<file path="config.mk">
export PLATFORM = sky130hd
export DESIGN_NAME = demux_dispatch_ctrl_flat
export DESIGN_NICKNAME = d
export VERILOG_FILES = /design/src/rtl/demux_dispatch_if.sv /design/src/rtl/demux_dispatch_ctrl.sv /design/src/flat_wrapper.sv
export SDC_FILE = /design/constraint.sdc
export NUM_CORES = 1
export LEC_CHECK = 0
export ABC_AREA = 1
export BUFFER_PORTS_ARGS = -buffer_cell sky130_fd_sc_hd__buf_4
export CORE_MARGIN = 10
export CORE_UTILIZATION = 40
export DETAILED_ROUTE_END_ITERATION = 7
export GPL_TIMING_DRIVEN = 0
export PLACE_DENSITY = 0.69
export SLEW_MARGIN = 10
export SYNTH_ARGS = -nofsm -noshare
export SYNTH_HDL_FRONTEND = slang
export SYNTH_HIERARCHICAL = 1
export SYNTH_SLANG_ARGS = --single-unit
export TNS_END_PERCENT = 100
</file>
<file path="constraint.sdc">
create_clock -name clk -period 1.4 [get_ports clk]
set_input_delay 0.07 -clock clk [delete_from_list [all_inputs] [get_ports clk]]
set_output_delay 0.07 -clock clk [all_outputs]
set_load 0.01 [all_outputs]
</file>
<file path="src/rtl/demux_dispatch_if.sv">
// demux_dispatch_if
//   Handshake and data bundle of the 1-to-4 dispatch controller.
//   slave  : seen by the controller (accepts words, drives channel outputs)
//   master : seen by the environment (offers words, sinks channel outputs)
//   in_valid/in_ready/in_data/in_dest/mode : upstream word offer
//   out_valid/out_ready/out_data           : four downstream channels
//   sel                                    : channel of the word held
//   xfer_cnt                               : per-channel 8-bit transfer counts
interface demux_dispatch_if #(
    parameter int W = 8
);
    logic           in_valid;
    logic           in_ready;
    logic [W-1:0]   in_data;
    logic [1:0]     in_dest;
    logic           mode;
    logic [3:0]     out_valid;
    logic [3:0]     out_ready;
    logic [4*W-1:0] out_data;
    logic [1:0]     sel;
    logic [4*8-1:0] xfer_cnt;

    modport slave (
        input  in_valid, in_data, in_dest, mode, out_ready,
        output in_ready, out_valid, out_data, sel, xfer_cnt
    );

    modport master (
        output in_valid, in_data, in_dest, mode, out_ready,
        input  in_ready, out_valid, out_data, sel, xfer_cnt
    );
endinterface

</file>
<file path="src/rtl/demux_dispatch_ctrl.sv">
// demux_dispatch_ctrl
//   Single-entry dispatcher: holds one word and presents it on one of four
//   channels, chosen either by in_dest (mode=0) or by a round-robin pointer
//   (mode=1). A new word may be accepted on the same edge the held word
//   completes, giving one word per cycle when the target is ready.
//   Ports:
//     clk   - clock, rising edge
//     rst_n - asynchronous active-low reset
//     bus   - demux_dispatch_if.slave (handshake, channel data, sel, counters)

// Per-channel slice: gates the shared hold word onto this channel and keeps
// the channel's completed-transfer counter.
module demux_dispatch_lane #(
    parameter int W = 8
) (
    input  logic         clk,
    input  logic         rst_n,
    input  logic         active,   // word held and targeted at this channel
    input  logic         done,     // held word leaves on this edge
    input  logic [W-1:0] word,
    output logic         valid,
    output logic [W-1:0] data,
    output logic [7:0]   cnt
);
    assign valid = active;
    assign data  = active ? word : '0;

    // 8-bit counter wraps naturally 255 -> 0
    always_ff @(posedge clk or negedge rst_n) begin
        if (!rst_n)    cnt <= '0;
        else if (done) cnt <= cnt + 8'd1;
    end
endmodule

module demux_dispatch_ctrl #(
    parameter int W = 8
) (
    input  logic              clk,
    input  logic              rst_n,
    demux_dispatch_if.slave   bus
);
    localparam int NUM_LANES = 4;

    typedef enum logic {IDLE = 1'b0, HOLD = 1'b1} state_t;

    state_t         state;
    logic [1:0]     sel_q;
    logic [1:0]     rr_ptr;
    logic [W-1:0]   hold_q;

    logic                           in_ready_c;
    logic                           accept;
    logic [NUM_LANES-1:0]           sel_oh;
    logic [NUM_LANES-1:0]           lane_active;
    logic [NUM_LANES-1:0]           lane_done;
    logic [NUM_LANES-1:0]           lane_valid;
    logic [NUM_LANES-1:0][W-1:0]    lane_data;
    logic [NUM_LANES-1:0][7:0]      lane_cnt;

    // Ready passes the target's ready straight through while holding, so the
    // hold slot is refilled on the very edge it drains. Forced low in reset.
    assign in_ready_c = rst_n & ((state == IDLE) | bus.out_ready[sel_q]);
    assign accept     = bus.in_valid & in_ready_c;

    always_comb begin
        sel_oh        = '0;
        sel_oh[sel_q] = 1'b1;
    end

    // Only the selected channel's ready matters; the others are masked here.
    assign lane_active = (state == HOLD) ? sel_oh : '0;
    assign lane_done   = lane_active & bus.out_ready;

    always_ff @(posedge clk or negedge rst_n) begin
        if (!rst_n) begin
            state  <= IDLE;
            sel_q  <= 2'd0;
            rr_ptr <= 2'd0;
            hold_q <= '0;
        end else if (accept) begin
            // mode/in_dest are consumed only here; later changes cannot
            // retarget the held word.
            hold_q <= bus.in_data;
            sel_q  <= bus.mode ? rr_ptr : bus.in_dest;
            if (bus.mode) rr_ptr <= rr_ptr + 2'd1;
            state  <= HOLD;
        end else if (|lane_done) begin
            state  <= IDLE;
        end
    end

    for (genvar k = 0; k < NUM_LANES; k++) begin : g_lane
        demux_dispatch_lane #(.W(W)) u_lane (
            .clk    (clk),
            .rst_n  (rst_n),
            .active (lane_active[k]),
            .done   (lane_done[k]),
            .word   (hold_q),
            .valid  (lane_valid[k]),
            .data   (lane_data[k]),
            .cnt    (lane_cnt[k])
        );
    end

    assign bus.in_ready  = in_ready_c;
    assign bus.out_valid = lane_valid;
    assign bus.out_data  = lane_data;
    assign bus.sel       = sel_q;
    assign bus.xfer_cnt  = lane_cnt;
endmodule

</file>
<file path="src/flat_wrapper.sv">
// flat-port wrapper written by rule: the top's interface ports become plain ports
module demux_dispatch_ctrl_flat 
#(
    parameter int W = 8
)
  (clk, rst_n, bus_in_valid, bus_in_data, bus_in_dest, bus_mode, bus_out_ready, bus_in_ready, bus_out_valid, bus_out_data, bus_sel, bus_xfer_cnt);
  demux_dispatch_if #(.W(W)) bus_i ();
  input  logic clk;
  input  logic rst_n;
  input wire logic [$bits(bus_i.in_valid)-1:0] bus_in_valid;
  input wire logic [$bits(bus_i.in_data)-1:0] bus_in_data;
  input wire logic [$bits(bus_i.in_dest)-1:0] bus_in_dest;
  input wire logic [$bits(bus_i.mode)-1:0] bus_mode;
  input wire logic [$bits(bus_i.out_ready)-1:0] bus_out_ready;
  output wire logic [$bits(bus_i.in_ready)-1:0] bus_in_ready;
  output wire logic [$bits(bus_i.out_valid)-1:0] bus_out_valid;
  output wire logic [$bits(bus_i.out_data)-1:0] bus_out_data;
  output wire logic [$bits(bus_i.sel)-1:0] bus_sel;
  output wire logic [$bits(bus_i.xfer_cnt)-1:0] bus_xfer_cnt;
  assign bus_i.in_valid = bus_in_valid;
  assign bus_i.in_data = bus_in_data;
  assign bus_i.in_dest = bus_in_dest;
  assign bus_i.mode = bus_mode;
  assign bus_i.out_ready = bus_out_ready;
  assign bus_in_ready = bus_i.in_ready;
  assign bus_out_valid = bus_i.out_valid;
  assign bus_out_data = bus_i.out_data;
  assign bus_sel = bus_i.sel;
  assign bus_xfer_cnt = bus_i.xfer_cnt;
  demux_dispatch_ctrl #(.W(W)) u_core (.clk(clk), .rst_n(rst_n), .bus(bus_i));
endmodule
</file>
==> flow_metrics.tcl, run 1 <==
set metrics [dict create \
    fin_crit_sh_pct 120 \
    synth.area.top_cells "dfrtp_1 45%, nand2_1 18%, inv_1 7.4%, xor2_1 4.2%, nor2_4 3.6%" \
    drive_gt1_share_pct 40.8 \
    yosys_warnings 6 \
    synth.distinct_cells 26 \
    die_area_um2 9890 \
    vdd_drop_max_v 0.000839 \
    root_buffer "clkbuf_8" \
    vias 2383 \
    dp.cells 483 \
    maxSlewHeadroom_pct 58.5 \
    slew_violations 0 \
    final_nets 462 \
    finalSetupTns_ns -13.04 \
    drt_first_pass_iters 4 \
    diodes 0 \
    cts_tree "built" \
    grt_max_degree 50 \
    violations "hold timing, setup timing" \
    cts_max_level 2 \
    numCtsBuffers 5 \
    synth_edf_count 0 \
    clk_latency_ns 0.30 \
    avgRoutedWirePerCell_um 13.0 \
    cpMaxStageDelayCell "dfrtp_1" \
    synth_ff_type "dfrtp_1" \
    clock-sinks 45 \
    cap_violations 0 \
    hold_viol 45 \
    clk_pin_slew_ns 0.09 \
    routed_via_density 4.62 \
    crit_buf_inv 5 \
    setup-violations-final 75 \
    slowest_delay_ns 0.43 \
    cp_top_family "buffers and inverters" \
    cp_common_cell "buf_4" \
    cts.hold.buffers_added 5 \
    grtUsageTotal_pct 12.8 \
    synth_top_area_share_pct 44.6 \
    antenna_found_initial 0 \
    syn_avg_cell_area_um2 7.89 \
    arrival_ns 1.61 \
    synthArstFlopShare_pct 100 \
    setup_ws_ns -0.280 \
    design_area_um2 3810 \
    path_cells "clkinvlp_4, buf_4, nor3_4, buf_8, nand2_1, inv_1, buf_4" \
    grt_pass1_vias 2224 \
    path_class "reg2out" \
    fin_skew_ns 0.0101 \
    n_fill_cell 527 \
    dp_slack_ns -0.172 \
    p_int_mw 3.47 \
    io_buffers 88 \
    synth_fp_nets 342 \
    combPwrFrac_pct 49.7 \
    grt_pass1_wl_um 10600 \
    yosys-top-cells-count "122 x nand2_1, 50 x inv_1, 45 x dfrtp_1" \
    leakagePower_nw 2.23 \
    grt-ovfl-total 0 \
    num_rows 28 \
    detailed_place_hpwl_um 4980 \
    p_total_mw 5.85 \
    p_sw_share_pct 40.7 \
    die_x_um 99.4 \
    switching_power_mw 2.38 \
    area_growth_pct 50.8 \
    gp_congestion 0.783 \
    synth-seq-cells 45 \
    rsz0062_at_grt "yes" \
    drtIter0Drc 110 \
    synth-seq-area-share_pct 44.6 \
    yosysTopAreaCell "dfrtp_1" \
    yosysMostFrequentCell "nand2_1" \
    power_density_nw_per_um2 1540 \
    dpl_cell_area_um2 3290 \
    cp-end-kind "primary output" \
    crit_required_ns 1.33 \
    status "finished, violations left" \
    synthCells 320 \
    seq_power_share_pct 35.8 \
    whs_ns -0.216 \
    post-route-min-period_ns 1.68 \
    worst_slew_pin_slew_ns 0.622 \
    final_cells 516 \
    io_pins 89 \
    finalWirelength_um 6720 \
    max_freq_ghz 0.595 \
    ant_nets 0 \
    clock_path_buffers 2 \
    p_clk_share_pct 14.5 \
    start_util_pct 41.9 \
    cp_max_fo 8 \
    drc 0 \
    syn_area_um2 2520 \
    core_region_area_um2 6030 \
    crit_path_start_kind "flop" \
    die_h_um 99.4 \
    min_path_type "in2async" \
]
power by group through the flow:
stage               registers (mW)  logic (mW)  clock network [mW]
global route                  2.17        3.19               0.931
finish                        2.09        2.91               0.847
CTS                           2.06        2.44               0.893
floorplan                     2.11        1.14                   0
detailed placement            2.09        2.16                   0
global placement              2.09        2.11                   0
through the flow:
| step | util, % | hold WS (ns) |
|---|---|---|
| global route | 63.2 | -0.177 |
| CTS | 58.9 | -0.203 |
| detailed placement | 54.5 | 0.135 |
| floorplan | - | -0.226 |
| global placement | 54.5 | 0.129 |
| finish | 63.2 | -0.216 |
routing by layer:
metal,global-route usage (%),part of all wire (%)
met4,4.63,0.80
met1,14.9,41
met3,2.77,5.1
met5,0,0
met2,22.6,53
layout make-up:
cell class	instances	area, µm²	area share (%)
buffer	11	118	3.09
clock buffer	5	68.8	1.81
clock inverter	3	25.0	0.657
inverter	52	209	5.49
multi-input combinational	211	1250	33.0
sequential	45	1130	29.6
tap	75	93.8	2.47
timing repair buffer	114	910	23.9
placed cells by master, fill, tap and decap left out:
master and instances:
nand2_2 13, nor2_2 2, nand3_4 2, buf_6 15
nand4_1 3, inv_8 1, nand4_2 1, xor2_1 12
o21ai_2 1, nand3_2 5, clkinvlp_4 2, inv_1 43
nor2_4 11, nand3b_1 8, buf_4 101, mux2_1 3
clkbuf_8 5, a21oi_1 1, nand2_4 2, nand2_1 115
inv_6 2, nor2_1 5, mux2_4 1, nor3_4 4
ha_1 4, dlygate4sd3_1 5, o21ai_1 1, dfrtp_2 1
xnor2_1 4, inv_2 6, o21ai_0 1, buf_2 1
dfrtp_1 44, nand3_1 12, inv_4 1, buf_8 3
path summary, 6_finish.rpt:
kind	startpoint	to	slack (ns)	cells after the start
setup / recovery	u_core/state	bus_out_data[0]	-0.28	7
hold / removal	rst_n	u_core/g_lane[1].u_lane/cnt[7]	-0.22	1
setup reg to reg	u_core/state	u_core/g_lane[3].u_lane/cnt[7]	-0.23	8
hold reg to reg	u_core/rr_ptr[1]	u_core/rr_ptr[1]	0.49	2
max in group asynchronous	rst_n	u_core/bus.sel[1]	1.17	1
min in group clk	bus_in_data[2]	u_core/hold_q[2]	0.02	3
cell families after synthesis:
| family | count (synthesis) | share of synthesized area (%) |
|---|---|---|
| flip-flops | 45 | 44.6 |
| adder cells (fa/ha/maj) | 4 | 1.98 |
| buffers and inverters | 64 | 11.2 |
| AO/OA/AOI/OAI | 4 | 0.942 |
| AND/OR/NAND/NOR | 183 | 34.0 |
| XOR/XNOR | 16 | 5.55 |
| multiplexers | 4 | 1.78 |
flip-flops by register name (all words and copies together), names as in the netlist:
signal,cells
u_core/hold_q,8
u_core/rr_ptr,2
u_core/g_lane.u_lane/cnt,32
u_core/bus.sel,2
u_core/state,1
what timing repair did:
| item | in CTS | in global routing |
|---|---|---|
| pin swaps | 2 | 6 |
| buffers inserted | 5 | 15 |
| hold endpoints to repair | 50 | 45 |
| cloned | 0 | 1 |
| setup endpoints to repair | 69 | 74 |
| gates resized for setup | 22 | 47 |
Power figures use the tool's default switching activity.
==> run 2: changes to the inputs <==
Settings changed: CTS_BUF_LIST set to sky130_fd_sc_hd__clkbuf_8, PLACE_DENSITY 0.69 to 0.66.
Clock period 1.4 ns to 1.66 ns, I/O delays scaled along.
==> flow_metrics.tcl, run 2 (synthesis gave the netlist of run 1 again) <==
set metrics [dict create \
    grt_pass1_wl_um 10300 \
    clock-sinks 45 \
    cp_max_fo 10 \
    min_path_type "in2async" \
    die_h_um 99.4 \
    max_freq_ghz 0.605 \
    post-route-min-period_ns 1.65 \
    crit_buf_inv 4 \
    drive_gt1_share_pct 34.2 \
    power_density_nw_per_um2 1260 \
    reg2reg_depth 9 \
    arrival_ns 1.57 \
    vias 2188 \
    clk_pin_slew_ns 0.09 \
    antenna_found_initial 0 \
    hold_viol 45 \
    r2r_start "u_core/bus.sel[0]" \
    crit_start "u_core/bus.sel[0]" \
    regMostFlops "u_core/g_lane.u_lane/cnt" \
    clk_latency_ns 0.29 \
    cap_violations 0 \
    rsz0062_at_grt "yes" \
    core_region_area_um2 6030 \
    drc 0 \
    grt_max_degree 50 \
    slew_violations 0 \
    start_util_pct 41.9 \
    setup_ws_ns 0.00825 \
    cpMaxStageDelayCell "dfrtp_1" \
    drtIter0Drc 78 \
    cts_tree "built" \
    detailed_place_hpwl_um 4900 \
    fin_skew_ns 0.00883 \
    vdd_drop_max_v 0.000618 \
    worst_slew_pin_slew_ns 0.616 \
    largest_reg_flops 32 \
    crit_path_start_kind "flop" \
    reg2reg_to "u_core/g_lane[0].u_lane/cnt[7]" \
    grt_pass1_vias 2109 \
    root_buffer "clkbuf_8" \
    avgRoutedWirePerCell_um 12.8 \
    gp_congestion 0.780 \
    final_cell_mix "122 x nand2_1, 98 x buf_4, 50 x inv_1" \
    numCtsBuffers 5 \
    clock_path_buffers 2 \
    slowest_delay_ns 0.40 \
    setup-violations-final 0 \
    cts_max_level 2 \
    finalSetupTns_ns 0 \
    dp.cells 483 \
    violations "hold timing" \
    cp-end-kind "primary output" \
    path_depth 8 \
    final_common_cell "nand2_1" \
    ant_nets 0 \
    num_rows 28 \
    die_area_um2 9890 \
    io_pins 89 \
    crit_required_ns 1.58 \
    cp_top_family "buffers and inverters" \
    io_buffers 88 \
    final_nets 439 \
    routed_via_density 4.44 \
    finalWirelength_um 6300 \
    path_cells "buf_6, inv_4, nand3_1, nand2_1, nor2_2, nor2_2, buf_6, buf_4" \
    maxSlewHeadroom_pct 59.0 \
    grt-ovfl-total 0 \
    reg2reg_slack_ns 0.19 \
    crit_end "bus_in_ready" \
    n_fill_cell 582 \
    grtUsageTotal_pct 12.6 \
    diodes 0 \
    status "finished, violations left" \
    drt_first_pass_iters 4 \
    largestRegisters "u_core/g_lane.u_lane/cnt: 32 flops, u_core/hold_q: 8 flops" \
    die_x_um 99.4 \
    whs_ns -0.209 \
    leakagePower_nw 2.08 \
    area_growth_pct 35.7 \
    fin_crit_sh_pct 99.5 \
    dp_slack_ns 0.0887 \
    final_cells 493 \
    path_class "reg2out" \
]
## run 2: layout make-up
| cell class | count | area (µm²) | area share, % |
|---|---|---|---|
| Clock inverter | 3 | 13.8 | 0.402 |
| Sequential cell | 45 | 1130 | 32.9 |
| Multi-Input combinational cell | 211 | 1150 | 33.5 |
| Buffer | 12 | 98.8 | 2.89 |
| Tap cell | 75 | 93.8 | 2.74 |
| Timing Repair Buffer | 90 | 676 | 19.7 |
| Clock buffer | 5 | 68.8 | 2.01 |
| Inverter | 52 | 198 | 5.77 |
## run 2: per-layer routing
layer	wire (µm)	vias up	global-route usage (%)
li1	-	1149	-
met1	2490	988	14.1
met2	3390	43	22.4
met3	297	8	3.18
met4	113	0	4.52
met5	0	-	0
## run 2: stage by stage
stage                     utilization (%)  hold WS [ns]  power [mW]  cell area [µm²]
after CTS                            56.4        -0.191        4.29             3400
final                                56.8        -0.209        4.30             3420
after detailed placement             54.4         0.148        3.57             3280
after global routing                 56.8        -0.165        4.65             3420
after floorplan                         -        -0.213        2.73             2520
after global placement               54.4         0.144        3.53             3280
## run 2: worst min-delay path by stage
| stage | from | end | slack, ns | depth (start not counted) |
|---|---|---|---|---|
| 6_report | rst_n | u_core/g_lane[3].u_lane/cnt[7] | -0.21 | 1 |
| 5_1_grt | rst_n | u_core/g_lane[3].u_lane/cnt[7] | -0.17 | 1 |
| 4_1_cts | rst_n | u_core/g_lane[3].u_lane/cnt[7] | -0.19 | 1 |
| 3_5_place_dp | rst_n | u_core/g_lane[3].u_lane/cnt[7] | 0.15 | 1 |
| 3_3_place_gp | rst_n | u_core/g_lane[3].u_lane/cnt[7] | 0.14 | 1 |
| 2_1_floorplan | rst_n | u_core/bus.sel[0] | -0.21 | 0 |
## run 2: power by group
group / leakage [nW] / internal (mW) / switching, mW / total [mW]
Clock: 0.0491 / 0.286 / 0.357 / 0.643
Combinational: 1.44 / 0.898 / 0.998 / 1.90
Sequential: 0.589 / 1.39 / 0.369 / 1.76
## run 2: repair_timing
item / CTS / global route
gates resized for setup: 13 / 9
hold endpoints to repair: 45 / 45
pin swaps: 0 / 0
buffers inserted: 0 / 2
setup endpoints to repair: 33 / 45
## run 2: worst reg2reg max path: stages, from the launching register on
cell	delay (ns)
dfrtp_1	0.40
buf_6	0.15
inv_4	0.09
nand3_1	0.11
nor2_2	0.22
nand2_2	0.10
nor2_4	0.14
nand2_1	0.07
nand2_1	0.05
nand2_1	0.04
==> run 3: changes to the inputs <==
Settings changed: PLACE_DENSITY 0.66 to 0.67, SETUP_SLACK_MARGIN set to 0.02.
==> flow_metrics.tcl, run 3 (synthesis gave the netlist of run 1 again) <==
set metrics [dict create \
    fin_util_pct 58.4 \
    whs_ns -0.200 \
    power_density_nw_per_um2 1290 \
    clk_pin_slew_ns 0.09 \
    die_area_um2 9890 \
    arrival_ns 1.56 \
    drive_gt1_share_pct 38.3 \
    worst_slew_pin_slew_ns 0.622 \
    clock_path_buffers 2 \
    combPwrFrac_pct 43.4 \
    fin_skew_ns 0.0101 \
    drt_first_pass_iters 6 \
    maxSlewHeadroom_pct 58.5 \
    core_region_area_um2 6030 \
    p_clk_share_pct 17.8 \
    vdd_drop_max_v 0.000794 \
    regMostFlops "u_core/g_lane.u_lane/cnt" \
    path_cells "inv_4, nor3_2, clkbuf_4, nand2_1, inv_1, buf_4" \
    start_util_pct 41.9 \
    diodes 0 \
    num_rows 28 \
    drc 0 \
    io_pins 89 \
    setup-violations-final 0 \
    rsz0062_at_grt "yes" \
    cp_top_family "flip-flops" \
    cts_max_level 2 \
    io_buffers 88 \
    seq_power_share_pct 38.9 \
    grtUsageTotal_pct 13.0 \
    die_x_um 99.4 \
    largestRegisters "u_core/g_lane.u_lane/cnt: 32 flops, u_core/hold_q: 8 flops" \
    routed_via_density 4.54 \
    leakagePower_nw 2.10 \
    crit_path_start_kind "flop" \
    post-route-min-period_ns 1.64 \
    p_sw_share_pct 39.4 \
    status "finished, violations left" \
    largest_reg_flops 32 \
    ant_nets 0 \
    cpMaxStageDelayCell "dfrtp_2" \
    clock-sinks 45 \
    final_cell_mix "114 x nand2_1, 90 x buf_4, 44 x dfrtp_1" \
    vias 2238 \
    drtIter0Drc 64 \
    clk_latency_ns 0.29 \
    cap_violations 0 \
    p_int_mw 2.76 \
    numCtsBuffers 5 \
    cp_max_fo 8 \
    slowest_delay_ns 0.50 \
    path_class "reg2out" \
    antenna_found_initial 0 \
    finalSetupTns_ns 0 \
    slew_violations 0 \
    detailed_place_hpwl_um 4930 \
    dp.cells 483 \
    final_common_cell "nand2_1" \
    switching_power_mw 1.79 \
    area_growth_pct 39.4 \
    grt_pass1_vias 2108 \
    fin_crit_sh_pct 98.7 \
    gp_congestion 0.771 \
    grt-ovfl-total 0 \
    hold_viol 45 \
    cp-end-kind "primary output" \
    reg2reg_slack_ns 0.13 \
    die_h_um 99.4 \
    grt_max_degree 50 \
    crit_required_ns 1.58 \
    max_freq_ghz 0.610 \
    grt_pass1_wl_um 10700 \
    avgRoutedWirePerCell_um 13.4 \
    violations "hold timing" \
    final_nets 440 \
    crit_buf_inv 4 \
    min_path_type "in2async" \
    finalWirelength_um 6600 \
    root_buffer "clkbuf_8" \
    final_cells 493 \
    cts_tree "built" \
]
==> run 3: cell type report <==
cell class | instances | area (µm²)
tap | 75 | 93.8
clock inverter | 2 | 35.0
sequential | 45 | 1130
buffer | 12 | 103
inverter | 52 | 200
clock buffer | 5 | 68.8
fill | 580 | 2510
multi-input combinational | 211 | 1180
timing repair buffer | 91 | 706
==> run 3: power by group through the flow <==
stage / registers, mW / logic [mW] / clock network, mW
after CTS: 1.75 / 1.89 / 0.837
after global placement: 1.76 / 1.77 / 0
final: 1.77 / 1.97 / 0.807
after global routing: 1.83 / 2.19 / 0.892
after detailed placement: 1.77 / 1.81 / 0
after floorplan: 1.78 / 0.949 / 0
==> run 3: per-layer routing <==
metal  GRT usage, %  routed length (µm)  vias to the layer above  part of all wire [%]
met5              0                   0                        -                     0
met3           3.67                 377                       14                   5.7
met4           5.73                 142                        0                   2.2
li1               -                   -                     1150                     -
met2           21.5                3440                       52                    52
met1           15.4                2650                     1022                    40
==> run 3: path summary, 6_finish.rpt <==
path,startpoint,end,cells after the start
worst max-delay path,u_core/bus.sel[1],bus_out_data[22],6
worst max register to register,u_core/bus.sel[0],u_core/hold_q[0],10
worst min register to register,u_core/rr_ptr[1],u_core/rr_ptr[1],2
min in group clk,bus_in_data[6],u_core/hold_q[6],3
worst min-delay path,rst_n,u_core/g_lane[3].u_lane/cnt[5],1
max in group asynchronous,rst_n,u_core/bus.sel[1],1
==> run 3: metrics by stage <==
step | instance area (µm²) | worst slack (ns) | power (mW)
after global placement | 3280 | 0.0687 | 3.53
final | 3520 | 0.0212 | 4.54
after CTS | 3430 | 0.0208 | 4.48
after floorplan | 2520 | 0.211 | 2.73
after global routing | 3520 | -0.0514 | 4.91
after detailed placement | 3280 | 0.0735 | 3.58
==> run 3: repair_timing <==
item                                    in CTS  in global routing
setup buffers                                1                  2
endpoints found under the hold margin       45                 45
pin swaps                                    0                  1
endpoints found under the setup margin      33                 48
gates resized for setup                     13                 32
